File: src/rtl/apb_pkg.sv
// Shared definitions for the two-requester APB master: widths, state encoding,
// slave selects, default address map and the request payload.
package apb_pkg;

  localparam int unsigned ADDR_W = 32;
  localparam int unsigned DATA_W = 32;
  localparam int unsigned BASE_W = 24;
  localparam int unsigned CNT_W  = 8;

  localparam logic [BASE_W-1:0] GPIO_BASE_DEF = 24'h000000;
  localparam logic [BASE_W-1:0] UART_BASE_DEF = 24'h000001;
  localparam int unsigned       TIMEOUT_DEF   = 16;

  typedef enum logic [1:0] {
    ST_IDLE   = 2'd0,
    ST_SETUP  = 2'd1,
    ST_ACCESS = 2'd2,
    ST_DONE   = 2'd3
  } apb_state_e;

  localparam logic [1:0] PSEL_NONE = 2'b00;
  localparam logic [1:0] PSEL_GPIO = 2'b01;
  localparam logic [1:0] PSEL_UART = 2'b10;

  // One requester's transfer description.
  typedef struct packed {
    logic              wr;
    logic [ADDR_W-1:0] addr;
    logic [DATA_W-1:0] wdata;
  } apb_req_t;

  // Map the upper address bits onto a one-hot slave select (zero = unmapped).
  function automatic logic [1:0] decode_psel(input logic [BASE_W-1:0] page,
                                             input logic [BASE_W-1:0] gpio_base,
                                             input logic [BASE_W-1:0] uart_base);
    logic [1:0] sel;
    sel = PSEL_NONE;
    if (page == gpio_base) begin
      sel = PSEL_GPIO;
    end else if (page == uart_base) begin
      sel = PSEL_UART;
    end
    return sel;
  endfunction

endpackage

File: src/rtl/apb_rr_arbiter2.sv
// Two-way round-robin grant: on a tie the requester that was not served last wins.
module apb_rr_arbiter2 (
  input  logic [1:0] req_i,
  input  logic       last_i,
  input  logic       enable_i,
  output logic       gnt_id_o,
  output logic       gnt_valid_o
);

  // Combinational grant decision.
  always_comb begin
    gnt_valid_o = enable_i & (|req_i);
    gnt_id_o    = 1'b0;
    if (req_i == 2'b11) begin
      gnt_id_o = ~last_i;
    end else begin
      gnt_id_o = req_i[1];
    end
  end

endmodule

File: src/rtl/apb_master_arbiter.sv
// APB master shared by two requesters: round-robin arbitration, address decode,
// SETUP/ACCESS sequencing with a pready timeout, and per-requester completion.
module apb_master_arbiter
  import apb_pkg::*;
#(
  parameter logic [BASE_W-1:0] GPIO_BASE = GPIO_BASE_DEF,
  parameter logic [BASE_W-1:0] UART_BASE = UART_BASE_DEF,
  parameter int unsigned       TIMEOUT   = TIMEOUT_DEF
) (
  input  logic              clk,
  input  logic              rst,
  input  logic              m0_req,
  input  logic              m0_wr,
  input  logic [ADDR_W-1:0] m0_addr,
  input  logic [DATA_W-1:0] m0_wdata,
  output logic              m0_done,
  output logic              m0_err,
  input  logic              m1_req,
  input  logic              m1_wr,
  input  logic [ADDR_W-1:0] m1_addr,
  input  logic [DATA_W-1:0] m1_wdata,
  output logic              m1_done,
  output logic              m1_err,
  output logic [DATA_W-1:0] rdata,
  output logic [ADDR_W-1:0] pAdd,
  output logic [DATA_W-1:0] pwData,
  output logic              pwr,
  output logic [1:0]        psel,
  output logic              pen,
  input  logic [DATA_W-1:0] prdata,
  input  logic              pready
);

  localparam logic [CNT_W-1:0] CNT_LAST = CNT_W'(TIMEOUT - 1);

  apb_state_e        state_q, state_d;
  logic              gnt_q, gnt_d;
  logic              last_q, last_d;
  logic [CNT_W-1:0]  cnt_q, cnt_d;
  logic [ADDR_W-1:0] padd_q, padd_d;
  logic [DATA_W-1:0] pwdata_q, pwdata_d;
  logic              pwr_q, pwr_d;
  logic [1:0]        psel_q, psel_d;
  logic              pen_q, pen_d;
  logic [DATA_W-1:0] rdata_q, rdata_d;
  logic [1:0]        done_q, done_d;
  logic [1:0]        err_q, err_d;

  logic              gnt_id;
  logic              gnt_valid;
  apb_req_t          m0_r, m1_r, win_r;
  logic [1:0]        dec_sel;

  assign m0_r    = {m0_wr, m0_addr, m0_wdata};
  assign m1_r    = {m1_wr, m1_addr, m1_wdata};
  assign win_r   = gnt_id ? m1_r : m0_r;
  assign dec_sel = decode_psel(win_r.addr[ADDR_W-1:ADDR_W-BASE_W], GPIO_BASE, UART_BASE);

  // Grant is only taken while the bus is idle.
  apb_rr_arbiter2 u_arb (
    .req_i       ({m1_req, m0_req}),
    .last_i      (last_q),
    .enable_i    (state_q == ST_IDLE),
    .gnt_id_o    (gnt_id),
    .gnt_valid_o (gnt_valid)
  );

  // Next-state and next-output logic; done/err default low so they pulse once.
  always_comb begin
    state_d  = state_q;
    gnt_d    = gnt_q;
    last_d   = last_q;
    cnt_d    = cnt_q;
    padd_d   = padd_q;
    pwdata_d = pwdata_q;
    pwr_d    = pwr_q;
    psel_d   = psel_q;
    pen_d    = pen_q;
    rdata_d  = rdata_q;
    done_d   = 2'b00;
    err_d    = 2'b00;

    unique case (state_q)
      ST_IDLE: begin
        psel_d = PSEL_NONE;
        pen_d  = 1'b0;
        if (gnt_valid) begin
          gnt_d    = gnt_id;
          padd_d   = win_r.addr;
          pwdata_d = win_r.wdata;
          pwr_d    = win_r.wr;
          psel_d   = dec_sel;
          cnt_d    = '0;
          if (dec_sel == PSEL_NONE) begin
            // Unmapped address: complete with error without touching the bus.
            done_d[gnt_id] = 1'b1;
            err_d[gnt_id]  = 1'b1;
            state_d        = ST_DONE;
          end else begin
            state_d = ST_SETUP;
          end
        end
      end

      ST_SETUP: begin
        pen_d   = 1'b1;
        state_d = ST_ACCESS;
      end

      ST_ACCESS: begin
        if (pready) begin
          if (!pwr_q) begin
            rdata_d = prdata;
          end
          done_d[gnt_q] = 1'b1;
          psel_d        = PSEL_NONE;
          pen_d         = 1'b0;
          state_d       = ST_DONE;
        end else if (cnt_q == CNT_LAST) begin
          done_d[gnt_q] = 1'b1;
          err_d[gnt_q]  = 1'b1;
          psel_d        = PSEL_NONE;
          pen_d         = 1'b0;
          state_d       = ST_DONE;
        end else begin
          cnt_d = cnt_q + CNT_W'(1);
        end
      end

      ST_DONE: begin
        psel_d  = PSEL_NONE;
        pen_d   = 1'b0;
        last_d  = gnt_q;
        state_d = ST_IDLE;
      end

      default: begin
        state_d = ST_IDLE;
      end
    endcase
  end

  // State and bus registers.
  always_ff @(posedge clk or posedge rst) begin
    if (rst) begin
      state_q  <= ST_IDLE;
      gnt_q    <= 1'b0;
      last_q   <= 1'b1;
      cnt_q    <= '0;
      padd_q   <= '0;
      pwdata_q <= '0;
      pwr_q    <= 1'b0;
      psel_q   <= PSEL_NONE;
      pen_q    <= 1'b0;
      rdata_q  <= '0;
      done_q   <= 2'b00;
      err_q    <= 2'b00;
    end else begin
      state_q  <= state_d;
      gnt_q    <= gnt_d;
      last_q   <= last_d;
      cnt_q    <= cnt_d;
      padd_q   <= padd_d;
      pwdata_q <= pwdata_d;
      pwr_q    <= pwr_d;
      psel_q   <= psel_d;
      pen_q    <= pen_d;
      rdata_q  <= rdata_d;
      done_q   <= done_d;
      err_q    <= err_d;
    end
  end

  assign pAdd    = padd_q;
  assign pwData  = pwdata_q;
  assign pwr     = pwr_q;
  assign psel    = psel_q;
  assign pen     = pen_q;
  assign rdata   = rdata_q;
  assign m0_done = done_q[0];
  assign m0_err  = err_q[0];
  assign m1_done = done_q[1];
  assign m1_err  = err_q[1];

endmodule

File: config.mk
export PLATFORM = sky130hd
export DESIGN_NAME = apb_master_arbiter
export DESIGN_NICKNAME = d
export VERILOG_FILES = /design/src/rtl/apb_pkg.sv /design/src/rtl/apb_rr_arbiter2.sv /design/src/rtl/apb_master_arbiter.sv
export SDC_FILE = /design/constraint.sdc
export NUM_CORES = 1
export LEC_CHECK = 0
export ABC_AREA = 1
export BUFFER_PORTS_ARGS = -buffer_cell sky130_fd_sc_hd__buf_4
export CAP_MARGIN = 5
export CELL_PAD_IN_SITES_DETAIL_PLACEMENT = 0
export CELL_PAD_IN_SITES_GLOBAL_PLACEMENT = 1
export CORE_UTILIZATION = 35
export DETAILED_ROUTE_END_ITERATION = 6
export GPL_ROUTABILITY_DRIVEN = 1
export HOLD_SLACK_MARGIN = 0.06
export PLACE_DENSITY_LB_ADDON = 0.15
export SYNTH_ARGS = -nofsm -noshare
export SYNTH_HDL_FRONTEND = slang
export SYNTH_HIERARCHICAL = 1
export SYNTH_SLANG_ARGS = --single-unit
export TNS_END_PERCENT = 5
File: constraint.sdc
create_clock -name clk -period 5.82 [get_ports clk]
set_clock_uncertainty 0.15 [all_clocks]
set_input_delay 1.164 -clock clk [delete_from_list [all_inputs] [get_ports clk]]
set_output_delay 1.164 -clock clk [all_outputs]
set_load 0.03 [all_outputs]
==> results.md <==
* Worst path cell trace: inv_1 > ha_1 > inv_1 > nor2_1 > nand2_2 > nor2_4 > nand2_1 > nand3_1
* Initial Util at 36.3%
* Combinational share of power at 47.1%
* Worst-Margin Slew at between 1000 and 1500 ps
* Total wire length at around 16,000 um
* FF-to-FF path depth at 8
* Final hold slack at ~340 ps
* Detailed Routing Iterations Pass 1 at 7
* Share of cells above drive strength 1 at around 40%
* Most common cell after layout, fill and taps aside: buf_4
* Cell-internal power at around 2.6 mW
* Period utilization at between 50% and 60%
* RR Startpoint: state_q[0]
* Power share of the clock group at between 20 and 25%
* TritonCTS clock tree: yes
* Core Region at 0.0147 mm^2
* Critical path peak fanout at between 40 and 50
* Min-Delay Path Class: reg -> reg
* Number of antenna violations at the first check in global routing at 0
* Post-layout min period at 3240 ps
* CP bufs+invs at 2
* Post-synthesis sequential area ratio at between 50% and 60%
* DIE WIDTH at 125 um
* Total Power at between 4 and 5 mW
* # diodes at 0
* Post-DRT Antenna Nets at 0
* Failing checks: DRC
* Remaining DRCs at 17
* Setup ws final at ~2600 ps
* Post-synth EDFFs at 0
* Multi-input logic area at 0.00219 mm^2
* Sw Share at a little over two fifths
* Switching Power at roughly 1.9 mW
* Cell area after layout at ~0.008 mm^2
* Port Buf Inserts at 270
* Crit path max-delay family: simple AND/OR/NAND/NOR gates
* Die height at between 100 and 150 um
* Reg power frac at between 30 and 40%
* Post-route setup TNS at 0 ps
* Hold path start: rdata[24]
* Post-Layout Cell Count at 1,065
* Max_slew headroom at approximately 33%
* DP Worst Slack at around 2100 ps
* Cts bufs inserted at 17
* Postcts setup bufs at 0
* Crit end category: register
* Status: finished with violations
* Die area at between 0.015 and 0.02 mm^2
* # H-tree levels at 4
* Mapped cell area at around 0.0053 mm^2
* IO Count at around 270
* Final hold violations at 0
* Placement row count at 44
* Clk Latency, worst-skew pair at roughly 400 ps
* Fin nets at approximately 1,000
* Core Util, Final at 54.7%
* Peak supply drop at 0.209 mV
* Worst reg2reg setup slack at about 2600 ps
* Max-cap violations at 0
* Global-route wire length before repair at 25,800 um
* Primary FF master, synth: dfrtp_1
* DR iter-0 viols at 285
* Synth Warn # at 6
* Synth-to-Final Area Change at 51.0%
* Post-DR vias/cell at ~4.8
* Grt ovf at 0
* WS Path Type: reg -> reg
* GRT Total Usage at between 20% and 30%
* Crit path top cell by count: inv_1
* Mapped Cells at between 600 and 700
* Syn avg cell area at 8.82 um^2
* CTS Sinks at about 120
* WHS Endpoint: rdata[24]
* Static power due to leakage at 4.13 nW
* Area of placed instances at 0.00748 mm^2
* Most frequent cells in the layout: 273 x buf_4, 221 x nand2_1, 115 x dfrtp_1, 50 x nand3_1, 49 x nor2_1
* Resized Gates After CTS at 0
* Vias at roughly 5,000
* WP data arrival at about 3400 ps
* Number of stages on the worst hold path at 1
* Startpoint types: register
* Placed cells at around 1,000
* CTS Root Cell: clkbuf_16
* Worst Path Required at about 6000 ps
* P per Cell Area at between 500 and 600 mW/mm^2
* Register Area at ~0.0029 mm^2
* Vias in the first global route at between 5,000 and 6,000
* Final Wtd Congestion at between 0.7 and 0.8
* Clock Path Buffers at 2
* Fill count at 1,373
* Final setup viols at 0
* Synth Register Bits at roughly 120
* Unrepaired setup endpoints after global routing: no
* CTS clk-pin slew, worst paths at approximately 50 ps
* Largest net degree at the start of global routing at ~80
* Detailed Place HPWL at 12,000 um
* Fmax at 309 MHz
* Critical-path cell with the highest stage delay: nor2_4
* Post-Syn Nets at ~780
* CP max stage delay at between 1000 and 1500 ps
* Reg-to-Reg End: pwData[15]
* Fraction of registers with async set/reset at between 90% and 100%
* Pins Over Slew Limit at 0
* Unique masters post-synth at 33
* CTS Hold Bufs at 0
* DR WL/cell at about 15 um
## sequential cells by signal (all words and copies together) (netlist names), 2 cells and up
signal   flops
pwData      32
cnt_q        8
state_q      2
psel         2
err_q        2
pAdd        32
done_q       2
rdata       32
## metal layers
metal  GRT usage [%]  vias up  part of all wire (%)
li1                -     2486                     -
met1            23.9     2363                    40
met2            37.4      205                    50
met3            6.42       24                   7.7
met4            8.46        0                   2.1
met5               0        -                     0
## power by group through the flow
| stage | clock (mW) | sequential [mW] | combinational [mW] |
|---|---|---|---|
| after floorplan | 0 | 2.02 | 0.679 |
| after global placement | 0 | 1.38 | 2.10 |
| after detailed placement | 0 | 1.39 | 2.14 |
| after CTS | 1.02 | 1.38 | 2.14 |
| after global routing | 1.06 | 1.44 | 2.26 |
| final | 0.993 | 1.38 | 2.11 |
## synthesized netlist by cell type (2+ instances only)
| cell type | count | area, um^2 |
|---|---|---|
| nand2_1 | 222 | 833 |
| dfrtp_1 | 115 | 2880 |
| nor2_1 | 51 | 191 |
| nand3_1 | 50 | 250 |
| mux2_2 | 30 | 338 |
| a31oi_1 | 23 | 144 |
| inv_1 | 22 | 82.6 |
| buf_2 | 16 | 80.1 |
| nand2_2 | 13 | 81.3 |
| o21ai_0 | 11 | 55.1 |
| clkbuf_1 | 8 | 30.0 |
| nand4_1 | 6 | 37.5 |
| a21oi_1 | 5 | 25.0 |
| ha_1 | 5 | 62.6 |
| buf_6 | 3 | 33.8 |
| inv_2 | 2 | 7.51 |
| mux2_1 | 2 | 22.5 |
| nand3_2 | 2 | 20.0 |
| nor2_2 | 2 | 12.5 |
| nor2_4 | 2 | 22.5 |
| o21a_1 | 2 | 15.0 |
## final cells by class
class	instances	share of cell area (%)
Tap cell	184	2.86
Inverter	25	1.23
Sequential cell	116	36.1
Clock inverter	13	1.69
Timing Repair Buffer	273	25.5
Multi-Input combinational cell	435	27.3
Clock buffer	19	5.38
## worst reg2reg max path, stage by stage, from the launching register on
cell and delay (ps):
dfrtp_1 390, inv_1 120, ha_1 290, inv_1 70
nor2_1 250, nand2_2 600, nor2_4 1020, nand2_1 150
nand3_1 130
## cell families after synthesis
group                      count (synthesis)  share of synthesized area (%)
AOI/OAI and AO/OA                         44                           4.93
xor gates and xnor gates                   2                          0.329
adders and majority gates                  5                           1.17
buffers and inverters                     53                           4.65
DFF                                      116                           54.5
muxes                                     32                           6.76
and+or+nand+nor                          352                           27.7
## worst max path at each step
stage / start / end / slack [ps] / depth (start not counted)
floorplan: rst / cnt_q[0] / 1440 / 1
global placement: m0_req / pAdd[6] / 2160 / 7
detailed placement: m0_req / pwData[29] / 2090 / 7
CTS: state_q[0] / pwData[29] / 2520 / 8
global route: state_q[0] / pwData[30] / 2170 / 8
finish: state_q[0] / pwData[15] / 2580 / 8
(Power assumes the default switching activity.)
